`src/rtl/sseg_pkg.sv`:
```
// Shared constants for seven-segment encode/decode: glyph table, widths and reader FSM encoding.
// Used by sseg_scan_reader and its glyph lookup (err counter enabled by SSEG_READER_ERRCNT_EN).
package sseg_pkg;

  localparam int SEG_W      = 8;
  localparam int NUM_DIGITS = 4;

  typedef enum logic [1:0] {
    ST_SETTLE  = 2'd0,
    ST_HOLD    = 2'd1,
    ST_PUBLISH = 2'd2
  } state_t;

  // Segment patterns {g,f,e,d,c,b,a} for hex digits 0..F.
  localparam logic [6:0] GLYPH_TABLE [16] = '{
    7'h3F, 7'h06, 7'h5B, 7'h4F, 7'h66, 7'h6D, 7'h7D, 7'h07,
    7'h7F, 7'h6F, 7'h77, 7'h7C, 7'h39, 7'h5E, 7'h79, 7'h71
  };

  function automatic logic [1:0] anode_to_idx(input logic [NUM_DIGITS-1:0] anode);
    logic [1:0] idx;
    idx = 2'd0;
    for (int i = 0; i < NUM_DIGITS; i++) begin
      if (!anode[i]) idx = 2'(i);
    end
    return idx;
  endfunction

endpackage

```
`src/rtl/sseg_glyph_to_hex.sv`:
```
// Combinational glyph lookup: 7-bit segment pattern to hex nibble.
// Unknown patterns (including all-off) give nibble 0 with illegal set.
module sseg_glyph_to_hex
  import sseg_pkg::*;
(
  input  logic [6:0] glyph,
  output logic [3:0] nibble,
  output logic       illegal
);

  always_comb begin
    nibble  = 4'h0;
    illegal = 1'b1;
    for (int i = 0; i < 16; i++) begin
      if (glyph == GLYPH_TABLE[i]) begin
        nibble  = 4'(i);
        illegal = 1'b0;
      end
    end
  end

endmodule

```
`src/rtl/sseg_scan_reader.sv`:
```
// Reads a multiplexed 4-digit seven-segment display back into a hex value.
// Define SSEG_READER_ERRCNT_EN to build the saturating illegal-glyph counter.
module sseg_scan_reader
  import sseg_pkg::*;
#(
  parameter int STABLE_CYCLES = 4
) (
  input  logic                  clk,
  input  logic                  rst_n,
  input  logic [NUM_DIGITS-1:0] anode,
  input  logic [SEG_W-1:0]      cathode,
  output logic [15:0]           value,
  output logic [NUM_DIGITS-1:0] dp,
  output logic [NUM_DIGITS-1:0] digit_err,
  output logic                  valid,
  output logic                  frame_done,
  output logic [7:0]            err_count
);

  localparam int CW = 9;
  localparam logic [CW-1:0] CNT_TGT = CW'(STABLE_CYCLES);
  localparam logic [CW-1:0] CNT_MAX = CW'(STABLE_CYCLES + 1);

  // Handshake-free block: inputs are free-running display lines sampled every cycle.
  logic [NUM_DIGITS-1:0] anode_q;
  logic [SEG_W-1:0]      cathode_q;
  logic [CW-1:0]         cnt_q;
  logic                  chg_q;
  logic                  usable_in;

  state_t                state_q, state_d;
  logic [NUM_DIGITS-1:0] seen_q, seen_base, seen_set;
  logic [15:0]           sh_value_q;
  logic [NUM_DIGITS-1:0] sh_dp_q, sh_err_q;

  logic                  cap, publish;
  logic [1:0]            cap_idx;
  logic [3:0]            cap_nibble;
  logic                  cap_illegal;

  assign usable_in = $onehot(~anode);

  // Counter saturates one past the target so the target is hit exactly once per stable run.
  always_ff @(posedge clk or negedge rst_n) begin
    if (!rst_n) begin
      anode_q   <= '1;
      cathode_q <= '0;
      cnt_q     <= '0;
      chg_q     <= 1'b1;
    end else begin
      anode_q   <= anode;
      cathode_q <= cathode;
      if (!usable_in) begin
        cnt_q <= '0;
        chg_q <= 1'b1;
      end else if ({anode, cathode} == {anode_q, cathode_q}) begin
        chg_q <= 1'b0;
        if (cnt_q != CNT_MAX) cnt_q <= cnt_q + 1'b1;
      end else begin
        cnt_q <= CW'(1);
        chg_q <= 1'b1;
      end
    end
  end

  assign cap     = (cnt_q == CNT_TGT);
  assign cap_idx = anode_to_idx(anode_q);

  sseg_glyph_to_hex u_glyph (
    .glyph   (cathode_q[6:0]),
    .nibble  (cap_nibble),
    .illegal (cap_illegal)
  );

  always_ff @(posedge clk or negedge rst_n) begin
    if (!rst_n) state_q <= ST_SETTLE;
    else        state_q <= state_d;
  end

  always_comb begin
    state_d = state_q;
    case (state_q)
      ST_SETTLE: if (cap) state_d = (seen_set == '1) ? ST_PUBLISH : ST_HOLD;
      ST_HOLD: begin
        if (cap)        state_d = (seen_set == '1) ? ST_PUBLISH : ST_HOLD;
        else if (chg_q) state_d = ST_SETTLE;
      end
      ST_PUBLISH: state_d = cap ? ST_HOLD : ST_SETTLE;
      default:    state_d = ST_SETTLE;
    endcase
  end

  always_comb begin
    publish   = (state_q == ST_PUBLISH);
    seen_base = publish ? '0 : seen_q;
    seen_set  = seen_base | (cap ? NUM_DIGITS'(1) << cap_idx : '0);
  end

  always_ff @(posedge clk or negedge rst_n) begin
    if (!rst_n) begin
      seen_q     <= '0;
      sh_value_q <= '0;
      sh_dp_q    <= '0;
      sh_err_q   <= '0;
    end else begin
      seen_q <= (state_d == ST_PUBLISH) ? '0 : seen_set;
      if (cap) begin
        sh_value_q[4*cap_idx +: 4] <= cap_nibble;
        sh_dp_q[cap_idx]           <= cathode_q[7];
        sh_err_q[cap_idx]          <= cap_illegal;
      end
    end
  end

  always_ff @(posedge clk or negedge rst_n) begin
    if (!rst_n) begin
      value      <= '0;
      dp         <= '0;
      digit_err  <= '0;
      valid      <= 1'b0;
      frame_done <= 1'b0;
    end else begin
      frame_done <= publish;
      if (publish) begin
        value     <= sh_value_q;
        dp        <= sh_dp_q;
        digit_err <= sh_err_q;
        valid     <= 1'b1;
      end
    end
  end

`ifdef SSEG_READER_ERRCNT_EN
  logic [7:0] err_cnt_q;

  always_ff @(posedge clk or negedge rst_n) begin
    if (!rst_n)                                         err_cnt_q <= 8'h00;
    else if (cap && cap_illegal && err_cnt_q != 8'hFF) err_cnt_q <= err_cnt_q + 8'h01;
  end

  assign err_count = err_cnt_q;
`else
  assign err_count = 8'h00;
`endif

endmodule

```
`config.mk`:
```
export PLATFORM = sky130hd
export DESIGN_NAME = sseg_scan_reader
export DESIGN_NICKNAME = d
export VERILOG_FILES = /design/src/rtl/sseg_pkg.sv /design/src/rtl/sseg_glyph_to_hex.sv /design/src/rtl/sseg_scan_reader.sv
export SDC_FILE = /design/constraint.sdc
export NUM_CORES = 1
export LEC_CHECK = 0
export CAP_MARGIN = 25
export CORE_MARGIN = 5
export CORE_UTILIZATION = 59
export DETAILED_ROUTE_END_ITERATION = 8
export PLACE_DENSITY = 0.9
export SETUP_SLACK_MARGIN = 0.02
export SLEW_MARGIN = 20
export SYNTH_ARGS = -nofsm -noshare
export SYNTH_HDL_FRONTEND = slang
export SYNTH_HIERARCHICAL = 1
export SYNTH_SLANG_ARGS = --single-unit
```
`constraint.sdc`:
```
create_clock -name clk -period 6.35 [get_ports clk]
set_clock_uncertainty 0.05 [all_clocks]
set_input_delay 1.27 -clock clk [delete_from_list [all_inputs] [get_ports clk]]
set_output_delay 1.27 -clock clk [all_outputs]
set_load 0.01 [all_outputs]
```
Yosys cells after proc, flatten, opt, wreduce, memory -nomap -nowiden
Cells that the tools add are included.
{"block": "classes", "n_eq_ne": 25, "n_lt_le_gt_ge": 2, "addsub": 5, "shifts": 3, "muxes": 53, "n_reduce_logical": 2, "bitwise": 2}
{"cell": "equality test 7 bit, second input constant", "n": 12}
{"cell": "two-way mux 4 bit", "n": 11}
{"cell": "negator 4 -> 34 bit", "n": 1}
{"cell": "variable shift 4 x 34 -> 16 bit, first input constant", "n": 1}
{"cell": "indexed part select 4 x 34 -> 16 bit", "n": 1}
{"cell": "two-way mux 9 bit", "n": 3}
{"cell": "two-way mux 1 bit", "n": 22}
{"cell": "bitwise mux 16 bit", "n": 1}
{"cell": "two-way mux 2 bit", "n": 8}
{"cell": "equality test 7 x 3 -> 1 bit, second input constant", "n": 2}
{"cell": "equality test 7 x 6 -> 1 bit, second input constant", "n": 2}
{"cell": "equality test 12 bit", "n": 1}
{"cell": "two-way mux 3 bit", "n": 4}
{"cell": "adder 9 x 1 -> 9 bit, second input constant", "n": 1}
{"cell": "equality test 9 x 3 -> 1 bit, second input constant", "n": 1}
{"cell": "inequality test 9 x 3 -> 1 bit, second input constant", "n": 1}
{"cell": "bitwise mux 4 bit", "n": 2}
{"cell": "case mux 2 bit (3 select lines)", "n": 1}
{"cell": "adder 1 x 1 -> 2 bit", "n": 2}
{"cell": "equality test 2 bit, second input constant", "n": 2}
{"cell": "equality test 4 bit, second input constant", "n": 1}
{"cell": "inverter 4 bit", "n": 1}
{"cell": "bitwise OR 4 bit", "n": 1}
{"cell": "<< shifter 1 x 2 -> 4 bit, first input constant", "n": 1}
{"cell": "other kinds (9)", "n": 9}
{"block": "totals", "out_inout_bits": 34, "register_bits": 78, "wordCells": 106, "inputBits": 14}

Longest topological paths before layout
{"block": "depth", "depth_word": 18, "ltp_mapped": 8, "depth_no_buf": 7}

Hierarchy
The synthesis kept the hierarchy.
{"module": "sseg_scan_reader", "n_inst": 1, "area_each_um2": 3238.1, "seq_area_each_um2": 1958.1, "cells_each": 286}
{"module": "sseg_glyph_to_hex", "n_inst": 1, "area_each_um2": 356.6, "seq_area_each_um2": 0.0, "cells_each": 50}

Worst setup path after synthesis
OpenSTA, ideal clock, no wires.
{"block": "synth_timing", "kind": "input port to flip-flop", "startpoint": "input port anode[0]", "endpoint": "register cnt_q[1]", "setup_ns": 0.075, "cell_stages": 7, "setup_slack_ns": 3.501, "n_path_buf": 0, "arrival_time_ns": 2.724, "required_ns": 6.225, "cell_sequence": "fa_1 > inv_1 > ha_1 > ha_1 > nor2_1 > nand3_1 > nor2_1"}
{"block": "synth_via", "elab_chain_cells": 5, "elab_cells_between_ends": 8, "classes_between": "add/sub (2); eq/ne (3); mux (2); bitwise (1)"}
{"element": "start, declared", "line_no": "sseg_scan_reader.sv:10", "rtl": "input logic [NUM_DIGITS-1:0] anode,"}
{"element": "inverter 4 bit", "line_no": "sseg_scan_reader.sv:41", "rtl": "assign usable_in = $onehot(~anode);"}
{"element": "adder 1 x 1 -> 2 bit (not written as such)", "line_no": "sseg_scan_reader.sv:41"}
{"element": "adder 2 x 2 -> 3 bit (not written as such)", "line_no": "sseg_scan_reader.sv:41"}
{"element": "equality test 3 x 1 -> 1 bit", "line_no": "sseg_scan_reader.sv:41"}
{"element": "inequality test 3 x 2 -> 1 bit (no source line) / two-way mux 9 bit (equally long branches)"}
{"element": "end signal, assigned", "line_no": "sseg_scan_reader.sv:58", "rtl": "if (cnt_q != CNT_MAX) cnt_q <= cnt_q + 1'b1;"}
{"element": "end, declared", "line_no": "sseg_scan_reader.sv:27", "rtl": "logic [CW-1:0] cnt_q;"}
Parallel ways exist; a longest one is shown, timed or not.
A chain may end at the register's enable or synchronous reset.

Worst setup path in the final report
{"block": "layout_timing", "startpoint": "input port anode[0]", "endpoint": "register cnt_q[3]"}
Same word-level chain as after synthesis.

==> PnR_summary.wiki <==
{| class="wikitable"
! Metric !! Value
|-
| Result of the run || completed
|-
| Most used flip-flop cell after synthesis || sky130_fd_sc_hd__dfrtp_1
|-
| CP Max Fanout || 9
|-
| Unique cell type count in the Yosys netlist || 55
|-
| Clock transition at path regs || 0.08 ns
|-
| Master cell of the clock root buffer || sky130_fd_sc_hd__clkbuf_8
|-
| TritonCTS buffer count || 9
|-
| Areal power density over the cells || 217 nW/um^2
|-
| Final period utilization || 49.9%
|-
| Worst path required time || 6.58 ns
|-
| Worst path slowest cell || sky130_fd_sc_hd__fa_1
|-
| Switching share of power || 24.0%
|-
| Number of flip-flops and latches in the synthesized netlist || 78
|-
| Reg-to-reg setup timing slack || 4.02 ns
|-
| Number of H-tree branching levels || 3
|-
| F_max || 316 MHz
|-
| Post-cts sizing count || 0
|-
| Crit path max-delay family || adder cells
|-
| Number of warnings reported in the yosys synthesis log || 6
|-
| Total congestion overflow after global routing || 0
|-
| Setup Buffers After CTS || 0
|-
| Comb power frac || 6.2%
|-
| Sequential share of the synthesized area || 54.5%
|-
| Starting utilization of the core area || 60.7%
|-
| Detailed-route DRC error count || 0
|-
| Most frequent cells in the layout || sky130_fd_sc_hd__nand2_1 (81), sky130_fd_sc_hd__dfrtp_1 (73), sky130_fd_sc_hd__clkdlybuf4s50_1 (38)
|-
| First-pass DRT Iterations || 4
|-
| Cell-internal power || 0.691 mW
|-
| Number of antenna violations at the first check in global routing || 0
|-
| Cell count of the worst reg-to-reg path || 5
|-
| Average via count per standard cell || 5.57
|-
| Rel. slew slack || 54.5%
|-
| Setup TNS after final layout || 0 ns
|-
| Share of cells above drive strength 1 || 15.0%
|-
| Wire length per cell || 15.3 um
|-
| Via total after detailed routing || 2527
|-
| Clock Power Share || 37.2%
|-
| Cell count after synthesis || 336
|-
| Most common cell after layout, fill and taps aside || sky130_fd_sc_hd__nand2_1
|-
| RD Place Congestion || 0.821
|-
| GRT Overall Usage || 19.6%
|-
| Setup crit start || anode[0]
|-
| Iter 0 DRT Violations || 107
|-
| Total of hold buffers inserted after clock tree synthesis || 0
|-
| RR Startpoint || cnt_q[6]$_DFFE_PN0P_
|-
| RSZ-0062 raised after global routing || no
|-
| Leakage || 1.97 nW
|-
| Post-route core utilization || 70.8%
|-
| Data arrival time of the critical path || 3.39 ns
|-
| Pin count of the biggest net entering global routing || 79
|-
| Worst setup path class || input pin to register
|-
| Standard cell core area || 5920 sq um
|-
| Count of antenna diodes in the layout || 0
|-
| Pin slew with the least headroom to its limit || 0.682 ns
|-
| Startpoint type of the worst setup path || input pin
|-
| Post-DRT Antenna Nets || 0
|-
| Maximum cell stage delay along the critical path || 0.55 ns
|-
| Clock tree from TritonCTS || done
|-
| Netlist area before placement || 3590 sq um
|-
| Die Width || 88.1 um
|-
| Clock latency of the later-clocked register in the worst-skew pair || 0.35 ns
|-
| Worst voltage drop across the vdd grid || 0.124 mV
|-
| Area enclosed by the die boundary || 7750 sq um
|-
| Synth async-reset ratio || 100%
|-
| Final Worst Setup Slack || 3.18 ns
|-
| Port Buf Inserts || 39
|-
| Worst slack after detailed placement || 2.80 ns
|-
| Worst min-delay path class || register to register
|-
| Nets || 394
|-
| Number of hold violations in the final report || 0
|-
| Capture point of the worst reg-to-reg path || state_q[0]$_DFF_PN0_
|-
| Via count of the first global-routing pass || 2498
|-
| Max-cap viol count || 0
|-
| First-pass GRT wire length || 11.7 mm
|-
| Crit end category || register
|-
| Clk buf depth || 2
|-
| Number of buffers and inverters on the critical path || 2
|-
| Worst Setup EP || cnt_q[3]$_DFFE_PN0P_
|-
| Std cell rows || 28
|-
| Time the final worst path needs with I/O delays and setup || 3.17 ns
|-
| Vertical die dimension || 88.1 um
|-
| Number of flops mapped to enable cells by yosys || 0
|-
| Switching power of the nets || 0.219 mW
|-
| Ports || 48
|-
| Syn avg cell area || 10.7 sq um
|-
| Layout area overhead || 16.5%
|-
| Reg power frac || 56.6%
|-
| Path length in cells of the critical path || 8
|-
| Total count of max-transition violations in the final report || 0
|-
| Setup violations, final || 0
|-
| Total wirelength of the detailed-routed design || 6.94 mm
|-
| Cell Chain, Critical Path || clkdlybuf4s50_1, fa_1, inv_1, ha_1, ha_1, nor2_1, nand3_1, nor2_1
|-
| Total power consumption of the routed design || 0.909 mW
|-
| CTS sink cnt || 78
|-
| DP Wirelength || 4.77 mm
|}
-- cell type report --
| cell class | count | area (sq um) |
|---|---|---|
| multi-input cells | 235 | 1500 |
| flip-flops and latches | 78 | 1960 |
| inverters | 9 | 33.8 |
| repair buffers | 41 | 423 |
| fillers | 429 | 1730 |
| clock buffers | 13 | 159 |
| well taps | 75 | 93.8 |
| clock inverters | 3 | 20.0 |
-- registers in the layout, summed over array words and instances, names as in the netlist --
name / flops
cathode_q: 8
anode_q: 4
dp: 4
seen_q: 4
state_q: 2
valid: 1
chg_q: 1
sh_err_q: 4
sh_value_q: 16
frame_done: 1
value: 16
sh_dp_q: 4
cnt_q: 9
digit_err: 4
-- synthesized netlist by cell type (2+ instances only) --
| cell type | number | area, sq um |
|---|---|---|
| sky130_fd_sc_hd__or2_1 | 2 | 12.5 |
| sky130_fd_sc_hd__nor4_1 | 3 | 18.8 |
| sky130_fd_sc_hd__xnor2_1 | 13 | 114 |
| sky130_fd_sc_hd__a21oi_1 | 9 | 45.0 |
| sky130_fd_sc_hd__and3b_1 | 2 | 17.5 |
| sky130_fd_sc_hd__xor2_1 | 7 | 61.3 |
| sky130_fd_sc_hd__nand3_1 | 9 | 45.0 |
| sky130_fd_sc_hd__mux2_2 | 23 | 259 |
| sky130_fd_sc_hd__buf_2 | 2 | 10.0 |
| sky130_fd_sc_hd__buf_4 | 10 | 75.1 |
| sky130_fd_sc_hd__nand2_1 | 81 | 304 |
| sky130_fd_sc_hd__clkbuf_1 | 5 | 18.8 |
| sky130_fd_sc_hd__nor4_2 | 2 | 25.0 |
| sky130_fd_sc_hd__nand2b_1 | 2 | 12.5 |
| sky130_fd_sc_hd__inv_1 | 9 | 33.8 |
| sky130_fd_sc_hd__nor2_1 | 18 | 67.6 |
| sky130_fd_sc_hd__nand4b_1 | 2 | 17.5 |
| sky130_fd_sc_hd__o21ai_0 | 5 | 25.0 |
| sky130_fd_sc_hd__and3_1 | 4 | 25.0 |
| sky130_fd_sc_hd__nand4_1 | 9 | 56.3 |
| sky130_fd_sc_hd__nor2b_1 | 2 | 12.5 |
| sky130_fd_sc_hd__nor3_1 | 3 | 15.0 |
| sky130_fd_sc_hd__dfstp_2 | 5 | 131 |
| sky130_fd_sc_hd__buf_1 | 2 | 7.51 |
| sky130_fd_sc_hd__ha_1 | 5 | 62.6 |
| sky130_fd_sc_hd__dfrtp_1 | 73 | 1830 |
-- layer usage --
metal	up-vias	global-route usage (%)	wire length, um
met5	-	0	0
met4	0	7.28	139
met3	13	4.80	401
met2	84	31.8	3390
met1	1229	25.7	3010
li1	1201	-	-
-- worst min path at each step --
stage | startpoint | end | slack [ns] | depth (start not counted)
after floorplan | sh_err_q[3]$_DFFE_PN0P_ | digit_err[3]$_DFFE_PN0P_ | 0.38 | 2
after global routing | sh_err_q[1]$_DFFE_PN0P_ | digit_err[1]$_DFFE_PN0P_ | 0.45 | 2
final | valid$_DFFE_PN0P_ | valid$_DFFE_PN0P_ | 0.41 | 1
after global placement | sh_value_q[13]$_DFFE_PN0P_ | value[13]$_DFFE_PN0P_ | 0.40 | 2
after detailed placement | valid$_DFFE_PN0P_ | valid$_DFFE_PN0P_ | 0.40 | 1
after CTS | sh_err_q[3]$_DFFE_PN0P_ | digit_err[3]$_DFFE_PN0P_ | 0.42 | 2
-- power groups by stage --
stage | registers, mW | logic (mW) | clock network [mW]
floorplan | 0.517 | 0.0387 | 0
global placement | 0.523 | 0.0530 | 0
detailed placement | 0.523 | 0.0542 | 0
CTS | 0.514 | 0.0548 | 0.341
global route | 0.515 | 0.0639 | 0.364
finish | 0.514 | 0.0563 | 0.339
-- through the flow --
step	hold slack, ns	std cells	instance area [sq um]
after floorplan	0.383	343	3620
after global placement	0.398	437	3980
after detailed placement	0.402	437	3980
after CTS	0.420	453	4160
after global routing	0.445	454	4190
final	0.413	454	4190
-- logic make-up after synthesis --
family	after synthesis	synth area share, %
xor+xnor	20	4.87
simple gates	152	21.1
compound gates	26	5.50
buf+inv	30	4.49
mux	23	7.21
fa+ha+maj	6	2.30
flops	78	54.5
other cells	1	0.104
(Power assumes the default switching activity.)
